`src/rtl/output_credit_arbiter_pkg.sv`:
```
// Shared types and helpers for the per-output-port credit arbiter.
package output_credit_arbiter_pkg;

  // Depth of one downstream virtual channel buffer, in flits.
  localparam int VC_SIZE = 8;

  typedef enum logic [1:0] {
    OA_IDLE   = 2'd0,
    OA_GRANT  = 2'd1,
    OA_LOCKED = 2'd2
  } oa_state_t;

  // Ceiling log2, never narrower than one bit so single-entry configs still elaborate.
  function automatic int clog2(input int value);
    int width;
    width = 0;
    while ((1 << width) < value) width++;
    return (width < 1) ? 1 : width;
  endfunction

endpackage

```
`src/rtl/output_credit_arbiter_if.sv`:
```
// Handshake bundle between the input VCs and one output-port arbiter.
interface output_credit_arbiter_if
  import output_credit_arbiter_pkg::*;
#(
  parameter int NUM_REQ    = 8,
  parameter int CREDIT_MAX = VC_SIZE
);
  localparam int CNT_W = clog2(CREDIT_MAX + 1);
  localparam int IDX_W = clog2(NUM_REQ);

  logic [NUM_REQ-1:0] req;
  logic [NUM_REQ-1:0] req_head;
  logic [NUM_REQ-1:0] req_tail;
  logic               credit_in;
  logic [NUM_REQ-1:0] grant;
  logic [NUM_REQ-1:0] credit_ok;
  logic               flit_sent;
  logic [IDX_W-1:0]   owner;
  logic               busy;
  logic [CNT_W-1:0]   credits;
  logic               credit_err;

  // VC side: presents head-of-buffer flits and credit returns, receives ownership and send enables.
  modport master (
    output req, req_head, req_tail, credit_in,
    input  grant, credit_ok, flit_sent, owner, busy, credits, credit_err
  );

  // Arbiter side.
  modport slave (
    input  req, req_head, req_tail, credit_in,
    output grant, credit_ok, flit_sent, owner, busy, credits, credit_err
  );

endinterface

```
`src/rtl/output_credit_arbiter_rr_arbiter.sv`:
```
// Purely combinational round-robin picker: first set request at or above ptr, wrapping.
module rr_arbiter #(
  parameter int N     = 8,
  parameter int IDX_W = 3
) (
  input  logic [N-1:0]     req,
  input  logic [IDX_W-1:0] ptr,
  output logic [N-1:0]     gnt_onehot,
  output logic [IDX_W-1:0] gnt_idx,
  output logic             any
);

  logic [IDX_W-1:0] pos;

  // Scan N positions starting at ptr; modulo keeps non-power-of-2 N wrapping correctly.
  always_comb begin
    gnt_onehot = '0;
    gnt_idx    = '0;
    any        = 1'b0;
    pos        = '0;
    for (int i = 0; i < N; i++) begin
      pos = IDX_W'((int'(ptr) + i) % N);
      if (!any && req[pos]) begin
        any             = 1'b1;
        gnt_idx         = pos;
        gnt_onehot[pos] = 1'b1;
      end
    end
  end

endmodule

```
`src/rtl/output_credit_arbiter.sv`:
```
// Wormhole allocator for one output port: round-robin per packet, held until the tail,
// with a credit counter guarding the single downstream VC.
module output_credit_arbiter
  import output_credit_arbiter_pkg::*;
#(
  parameter int NUM_REQ    = 8,
  parameter int CREDIT_MAX = VC_SIZE
) (
  input logic                    clk,
  input logic                    rst,
  output_credit_arbiter_if.slave bus
);

  localparam int CNT_W = clog2(CREDIT_MAX + 1);
  localparam int IDX_W = clog2(NUM_REQ);
  localparam logic [CNT_W-1:0] CREDIT_FULL = CNT_W'(CREDIT_MAX);
  localparam logic [IDX_W-1:0] LAST_IDX    = IDX_W'(NUM_REQ - 1);

  oa_state_t          state, state_nxt;
  logic [IDX_W-1:0]   owner_q, owner_nxt;
  logic [NUM_REQ-1:0] owner_oh_q, owner_oh_nxt;
  logic [IDX_W-1:0]   rr_ptr, rr_ptr_nxt;
  logic [CNT_W-1:0]   credits_q, credits_nxt;
  logic               credit_err_q, credit_err_nxt;

  logic [NUM_REQ-1:0] cand;
  logic [NUM_REQ-1:0] arb_onehot;
  logic [IDX_W-1:0]   arb_idx;
  logic               arb_any;
  logic               owner_req;
  logic               owner_tail;
  logic               send;

  // Only packet-starting flits may win the port; body/tail flits wait for their own owner.
  assign cand       = bus.req & bus.req_head;
  assign owner_req  = |(bus.req & owner_oh_q);
  assign owner_tail = |(bus.req_tail & owner_oh_q);

  rr_arbiter #(
    .N     (NUM_REQ),
    .IDX_W (IDX_W)
  ) u_rr (
    .req        (cand),
    .ptr        (rr_ptr),
    .gnt_onehot (arb_onehot),
    .gnt_idx    (arb_idx),
    .any        (arb_any)
  );

  // Next-state logic: owner latched only on IDLE->GRANT so the crossbar select is packet-stable.
  always_comb begin
    state_nxt    = state;
    owner_nxt    = owner_q;
    owner_oh_nxt = owner_oh_q;
    rr_ptr_nxt   = rr_ptr;
    send         = 1'b0;
    case (state)
      OA_IDLE: begin
        if (arb_any) begin
          owner_nxt    = arb_idx;
          owner_oh_nxt = arb_onehot;
          state_nxt    = OA_GRANT;
        end
      end
      OA_GRANT: begin
        state_nxt = OA_LOCKED;
      end
      OA_LOCKED: begin
        send = owner_req && (credits_q != '0);
        if (send && owner_tail) begin
          rr_ptr_nxt = (owner_q == LAST_IDX) ? '0 : owner_q + IDX_W'(1);
          state_nxt  = OA_IDLE;
        end
      end
      default: begin
        state_nxt = OA_IDLE;
      end
    endcase
  end

  // Credit bookkeeping: a send and a return in the same cycle cancel; overflow is flagged, not stored.
  always_comb begin
    credits_nxt    = credits_q;
    credit_err_nxt = credit_err_q;
    case ({send, bus.credit_in})
      2'b10: credits_nxt = credits_q - CNT_W'(1);
      2'b01: begin
        if (credits_q == CREDIT_FULL) credit_err_nxt = 1'b1;
        else                          credits_nxt    = credits_q + CNT_W'(1);
      end
      default: ;
    endcase
  end

  // State and counter registers; reset drops any in-flight packet and refills credits.
  always_ff @(posedge clk) begin
    if (rst) begin
      state        <= OA_IDLE;
      owner_q      <= '0;
      owner_oh_q   <= '0;
      rr_ptr       <= '0;
      credits_q    <= CREDIT_FULL;
      credit_err_q <= 1'b0;
    end else begin
      state        <= state_nxt;
      owner_q      <= owner_nxt;
      owner_oh_q   <= owner_oh_nxt;
      rr_ptr       <= rr_ptr_nxt;
      credits_q    <= credits_nxt;
      credit_err_q <= credit_err_nxt;
    end
  end

  assign bus.grant      = (state == OA_GRANT) ? owner_oh_q : '0;
  assign bus.credit_ok  = send ? owner_oh_q : '0;
  assign bus.flit_sent  = send;
  assign bus.owner      = owner_q;
  assign bus.busy       = (state != OA_IDLE);
  assign bus.credits    = credits_q;
  assign bus.credit_err = credit_err_q;

endmodule

```
`src/flat_wrapper.sv`:
```
// flat-port wrapper written by rule: the top's interface ports become plain ports
module output_credit_arbiter_flat import output_credit_arbiter_pkg::*;
#(
  parameter int NUM_REQ    = 8,
  parameter int CREDIT_MAX = VC_SIZE
)
  (clk, rst, bus_req, bus_req_head, bus_req_tail, bus_credit_in, bus_grant, bus_credit_ok, bus_flit_sent, bus_owner, bus_busy, bus_credits, bus_credit_err);
  output_credit_arbiter_if #(.NUM_REQ(NUM_REQ), .CREDIT_MAX(CREDIT_MAX)) bus_i ();
  input logic clk;
  input logic rst;
  input wire logic [$bits(bus_i.req)-1:0] bus_req;
  input wire logic [$bits(bus_i.req_head)-1:0] bus_req_head;
  input wire logic [$bits(bus_i.req_tail)-1:0] bus_req_tail;
  input wire logic [$bits(bus_i.credit_in)-1:0] bus_credit_in;
  output wire logic [$bits(bus_i.grant)-1:0] bus_grant;
  output wire logic [$bits(bus_i.credit_ok)-1:0] bus_credit_ok;
  output wire logic [$bits(bus_i.flit_sent)-1:0] bus_flit_sent;
  output wire logic [$bits(bus_i.owner)-1:0] bus_owner;
  output wire logic [$bits(bus_i.busy)-1:0] bus_busy;
  output wire logic [$bits(bus_i.credits)-1:0] bus_credits;
  output wire logic [$bits(bus_i.credit_err)-1:0] bus_credit_err;
  assign bus_i.req = bus_req;
  assign bus_i.req_head = bus_req_head;
  assign bus_i.req_tail = bus_req_tail;
  assign bus_i.credit_in = bus_credit_in;
  assign bus_grant = bus_i.grant;
  assign bus_credit_ok = bus_i.credit_ok;
  assign bus_flit_sent = bus_i.flit_sent;
  assign bus_owner = bus_i.owner;
  assign bus_busy = bus_i.busy;
  assign bus_credits = bus_i.credits;
  assign bus_credit_err = bus_i.credit_err;
  output_credit_arbiter #(.NUM_REQ(NUM_REQ), .CREDIT_MAX(CREDIT_MAX)) u_core (.clk(clk), .rst(rst), .bus(bus_i));
endmodule
```
`config.mk`:
```
export PLATFORM = sky130hd
export DESIGN_NAME = output_credit_arbiter_flat
export DESIGN_NICKNAME = d
export VERILOG_FILES = /design/src/rtl/output_credit_arbiter_pkg.sv /design/src/rtl/output_credit_arbiter_if.sv /design/src/rtl/output_credit_arbiter_rr_arbiter.sv /design/src/rtl/output_credit_arbiter.sv /design/src/flat_wrapper.sv
export SDC_FILE = /design/constraint.sdc
export NUM_CORES = 1
export LEC_CHECK = 0
export ABC_CLOCK_PERIOD_IN_PS = 4500
export CAP_MARGIN = 25
export CORE_UTILIZATION = 40
export CTS_CLUSTER_DIAMETER = 120
export DETAILED_ROUTE_END_ITERATION = 10
export MAX_ROUTING_LAYER = met4
export SLEW_MARGIN = 20
export SYNTH_ARGS = -nofsm -noshare
export SYNTH_HDL_FRONTEND = slang
export SYNTH_SLANG_ARGS = --single-unit
export TNS_END_PERCENT = 100
```
`constraint.sdc`:
```
create_clock -name clk -period 4.5 [get_ports clk]
set_input_delay 0.9 -clock clk [delete_from_list [all_inputs] [get_ports clk]]
set_output_delay 0.9 -clock clk [all_outputs]
set_load 0.005 [all_outputs]
```
# ---- Word level (Yosys, flattened, before mapping)
# Index checks and enable logic that the tools add are counted.
dict set report totals {
  regBits 21
  latch_bits 0
  ram_bits 0
  romBits 0
  inputBits 27
  out_inout_bits 26
  memories 0
}
dict set report classes {
  n_addsub 10
  multipliers 0
  div 0
  order_cmp 16
  eq_ne 9
  shifts 0
  n_mux 65
  n_bitwise 10
  n_reduce_logical 35
}
# operator count
set ops {}
lappend ops {{8-bit two-way mux} 10}
lappend ops {{8-bit bitwise OR} 7}
lappend ops {{3-bit by 4-bit less-than comparator with 1-bit output, second input constant} 8}
lappend ops {{3-bit two-way mux} 9}
lappend ops {{1-bit two-way mux} 25}
lappend ops {{8-bit bitwise AND} 3}
lappend ops {{1-bit binary-select mux with 3-bit select} 8}
lappend ops {{1-bit demux with 3-bit select} 8}
lappend ops {{3-bit by 1-bit greater-or-equal comparator with 1-bit output, second input constant} 8}
lappend ops {{1-bit logical AND} 17}
lappend ops {{8-bit OR reduction} 2}
lappend ops {{3-bit adder, second input constant} 4}
lappend ops {{2-bit AND reduction} 5}
lappend ops {{4-bit case mux with 2 select lines} 1}
lappend ops {{1-bit zero test} 7}
lappend ops {{3-bit by 1-bit adder with 3-bit output, second input constant} 2}
lappend ops {{3-bit by 2-bit adder with 3-bit output, second input constant} 2}
lappend ops {{2-bit case mux with 3 select lines} 1}
lappend ops {{4-bit by 1-bit adder with 4-bit output, second input constant} 1}
lappend ops {{2-bit by 1-bit equality test with 1-bit output, second input constant} 2}
lappend ops {{2-bit equality test, second input constant} 2}
lappend ops {{4-bit equality test, second input constant} 1}
lappend ops {{2-bit two-way mux} 2}
lappend ops {{4-bit two-way mux} 1}
lappend ops {{7 further kinds} 9}

# ---- Logic depth before layout (Yosys ltp)
dict set report depth {
  depth_word 27
  depth_mapped 13
  ltp_nobuf 10
}

# ---- By module
# A second synthesis with hierarchy kept.
dict set report hier_totals {
  hier_cells 304
  area_unflattened_um2 2423.6
}
# mod instances cells_each area_per_inst_um2
set by_module_without_submodules {}
lappend by_module_without_submodules {rr_arbiter 1 152 1213.7}
lappend by_module_without_submodules {output_credit_arbiter 1 152 1209.9}

# ---- Least setup slack after synthesis
# OpenSTA, ideal clock, no wires.
dict set report synth_timing {
  path_kind {register -> register}
  start {register u_core.rr_ptr[0]}
  end {register u_core.owner_oh_q[6]}
  t_arrival_ns 3.035
  required_time_ns 4.381
  path_slack_ns 1.346
  stages_incl_launch_ff 13
  path_buffers 2
  period_less_slack_ns 3.154
  path_cell_list {dfxtp_1 buf_4 inv_2 buf_2 ha_1 xor2_2 mux4_2 mux2_2 nand2_1 nor2_1 a21oi_1 o211ai_1 o221a_1}
}
dict set report synth_between {
  elab_chain_len 25
  elab_cells_between_ends 101
}
# item line_no
set synth_lines {}
lappend synth_lines {{start, declared} output_credit_arbiter.sv:22} ;# logic [IDX_W-1:0] rr_ptr, rr_ptr_nxt;
lappend synth_lines {{start signal, assigned} output_credit_arbiter.sv:108} ;# rr_ptr <= rr_ptr_nxt;
lappend synth_lines {{parallel branches: the longest is 25 deep, another holds 3-bit by 4-bit less-than comparator with 1-bit output} -}
lappend synth_lines {{end signal, assigned} output_credit_arbiter.sv:107} ;# owner_oh_q <= owner_oh_nxt;
lappend synth_lines {{end, declared} output_credit_arbiter.sv:21} ;# logic [NUM_REQ-1:0] owner_oh_q, owner_oh_nxt;
# Parallel ways; which one is timed is not known. The select of a mux whose other input is x is not followed.
# A chain may end at the register's enable or synchronous reset.

# ---- Worst setup path after layout
dict set report layout_timing {
  start {input port bus_req[7]}
  end {output port bus_credit_ok[7]}
}
dict set report layout_between {
  elab_chain_len 5
}
# item line_no
set layout_lines {}
lappend layout_lines {{start, declared} flat_wrapper.sv:11} ;# input wire logic [$bits(bus_i.req)-1:0] bus_req;
lappend layout_lines {{8-bit bitwise AND} output_credit_arbiter.sv:36} ;# assign owner_req = |(bus.req & owner_oh_q);
lappend layout_lines {{8-bit OR reduction} output_credit_arbiter.sv:36}
lappend layout_lines {{1-bit logical AND} output_credit_arbiter.sv:69} ;# send = owner_req && (credits_q != '0);
lappend layout_lines {{1-bit two-way mux} output_credit_arbiter.sv:57} ;# case (state)
lappend layout_lines {{8-bit two-way mux} output_credit_arbiter.sv:115} ;# assign bus.credit_ok = send ? owner_oh_q : '0;
lappend layout_lines {{end, declared} flat_wrapper.sv:16} ;# output wire logic [$bits(bus_i.credit_ok)-1:0] bus_credit_ok;
# No other way between the ends.

==> key figures <==
Yosys
  • Adder-cell share of the synthesized area: 5.38%
  • Synth warnings: 0
  • Main synth FF type: dfxtp_1
  • Simple-gate area share of the yosys netlist: 27.7%
  • Largest family of logic cells by synthesized area: simple AND/OR/NAND/NOR gates
  • Sequential-to-total area share from yosys stat: between 15 and 20%
  • Async set-reset flop share out of synthesis: 0%
  • Post-synth EDFFs: 0
  • Synthesized instance count: 332
  • Synth Area in Compound Gates: between 20% and 30%
  • Post-synthesis register bit count: 21
  • Top-area cell type share of the netlist area: 15.6%
  • Leading area contributor after synthesis: dfxtp_1
  • Avg Inst Size Synth: about 8.1 um2
  • Mux contribution to synthesized area: about 16%
  • Post-Synth XOR/XNOR Area: between 3 and 4%
  • Netlist Area Pre-Place: 2700 um2
  • Synthesized net count: 370
  • Synth area leaders: dfxtp_1 (16%), mux4_2 (13%), and2_1 (5.1%)
  • Unique masters post-synth: 68
  • Most common cell in the synthesized netlist: nor2_1
  • Synth top cells by count: nor2_1 (35), nand2_1 (28), and2_1 (22)

Cells and area
  • Fin util: about 52%
  • FF/Latch Area: approximately 420 um2
  • Footprint of the multi-input gates: roughly 2200 um2
  • Post-layout instance area: roughly 3400 um2
  • Nets: 421
  • Syn-to-layout area delta: 24.4%
  • Layout cells sized above 1: a little over a tenth
  • ANT cells: 0
  • Fill cell count: 641

STA
  • Final Hold Fails: 0
  • Fin Setup TNS: 0 ns
  • Worst-Margin Slew: ~0.74 ns
  • Setup violators final: 0
  • Max Freq: roughly 260 MHz
  • Final period utilization: a little under nine tenths
  • Minimum clock period: around 3.8 ns
  • Slew HR: 50.1%
  • Worst Skew: about 0.0017 ns
  • RSZ-0062 raised after global routing: false
  • Slew Limit Fails: 0

Setup path
  • Endpoint type of the worst setup path: output port
  • CP required: ~3.6 ns
  • Arrival time worst endpoint: approximately 3 ns
  • Startpoint type of the worst setup path: primary input
  • Setup CP Type: primary input to output port
  • Worst-path fanout max: 13

Outcome
  • Outcome: finished, violations left
  • Failing checks: DRC

Global route
  • Largest net degree at the start of global routing: 46
  • Antenna violations before repair: 0
  • First-pass GRT wire length: between 10 and 15 mm
  • Vias in the first global route: between 2000 and 3000
  • Total grt overflow: 0
  • Total GRT Usage: a little over a quarter

Drt
  • Drt first pass iters: 8
  • Routed len/inst: approximately 19 um
  • Detailed Route WL: a little under 9 mm
  • Routed Antenna Nets: 0
  • Vias: 2964
  • Drt drc: 15
  • Vias per inst: about 6.5
  • 1st-iter DRT viols: 300

Place
  • HPWL Detailed: ~7.0 mm
  • Input/output buffers: 52
  • GPL Wtd Cong: between 0.9 and 1
  • Placed cell area: ~3300 um2

Clocking
  • Clk buf depth: 2
  • Clock transition at path regs: 0.07 ns
  • CTS tree: built
  • H-tree depth: 1
  • Cts bufs inserted: 3
  • Hold-fix buffers at CTS: 0
  • CTS resizes: 0
  • Post-CTS setup buffers: 0
  • Clock sink total: 21
  • Worst skew pair latency: between 0.2 and 0.3 ns
  • Root buffer cell: clkbuf_8

Power
  • P_leak: around 0.0012 uW
  • Worst vdd rail ir drop: around 0.00024 V
  • PwrDens: between 200 and 300 nW/um2

Floorplan
  • Die Span X: 84.2 um
  • Die area: between 7000 and 8000 um2
  • Die height: about 84 um
  • Initial Util: 42.0%
  • Core area: 6420 um2
  • IO Count: 53
  • Site Rows: 29

Flow run
  • Max-cap violations: 0

Min path
  • HP Class: flop to flop
-- cells in the final DEF, fill, tap and decap left out, drive strengths merged, types with 10 or more instances in the layout --
master / count
a21oi: 20
a22oi: 10
and2: 22
buf: 11
clkdlybuf4s50: 52
dfxtp: 21
ha: 10
mux4: 15
nand2: 28
nand3: 14
nor2: 35
o21ai: 19
-- path summary, 6_finish.rpt --
kind,from,end,depth (start not counted),slack [ns]
hold / removal,u_core.bus.credit_err,u_core.bus.credit_err,1,0.47
setup reg to reg,u_core.rr_ptr[1],u_core.owner_oh_q[2],12,0.95
hold reg to reg,u_core.bus.credit_err,u_core.bus.credit_err,1,0.47
setup / recovery,bus_req[7],bus_credit_ok[7],6,0.65
-- per-layer routing --
| layer | global-route usage [%] | wire length, um |
|---|---|---|
| met4 | 7.68 | 186 |
| met5 | - | 0 |
| met1 | 35.4 | 3900 |
| met2 | 39.1 | 3890 |
| met3 | 6.59 | 894 |
-- metrics by stage --
stage	hold slack [ns]	total power [uW]	instances	setup slack, ns
after floorplan	0.464	614	332	1.35
after global placement	0.451	815	455	0.642
after detailed placement	0.455	815	455	0.618
after CTS	0.472	939	459	0.648
after global routing	0.513	1020	459	0.466
final	0.469	940	459	0.653
-- cells by family after synthesis --
family | Yosys count
buffers and inverters | 25
AOI/OAI and AO/OA | 104
adders and majority gates | 11
xor gates and xnor gates | 7
and+or+nand+nor | 140
muxes | 24
DFF | 21
-- worst max-delay path, cell delays in order --
cell	delay (ns)
clkdlybuf4s50_1	0.59
a22oi_1	0.10
nand4_1	0.17
and4b_1	0.50
and2_1	0.19
clkdlybuf4s50_1	0.50
-- registers in the layout, indices dropped and copies added, names as in the netlist --
register,count
u_core.owner_oh_q,8
u_core.bus.credits,4
u_core.bus.owner,3
u_core.rr_ptr,3
u_core.state,2
u_core.bus.credit_err,1
-- layout make-up --
type	instances	area share, %
Clock buffer	4	1.34
Multi-Input combinational cell	286	64.4
Tap cell	77	2.87
Sequential cell	21	12.5
Timing Repair Buffer	63	18.0
Inverter	8	0.894
-- where the power goes --
part	internal (uW)	total (uW)	switching (uW)
Clock	63.0	120	57.1
Sequential	229	279	51.0
Combinational	254	540	286
Total	546	940	394
(Power assumes the default switching activity.)
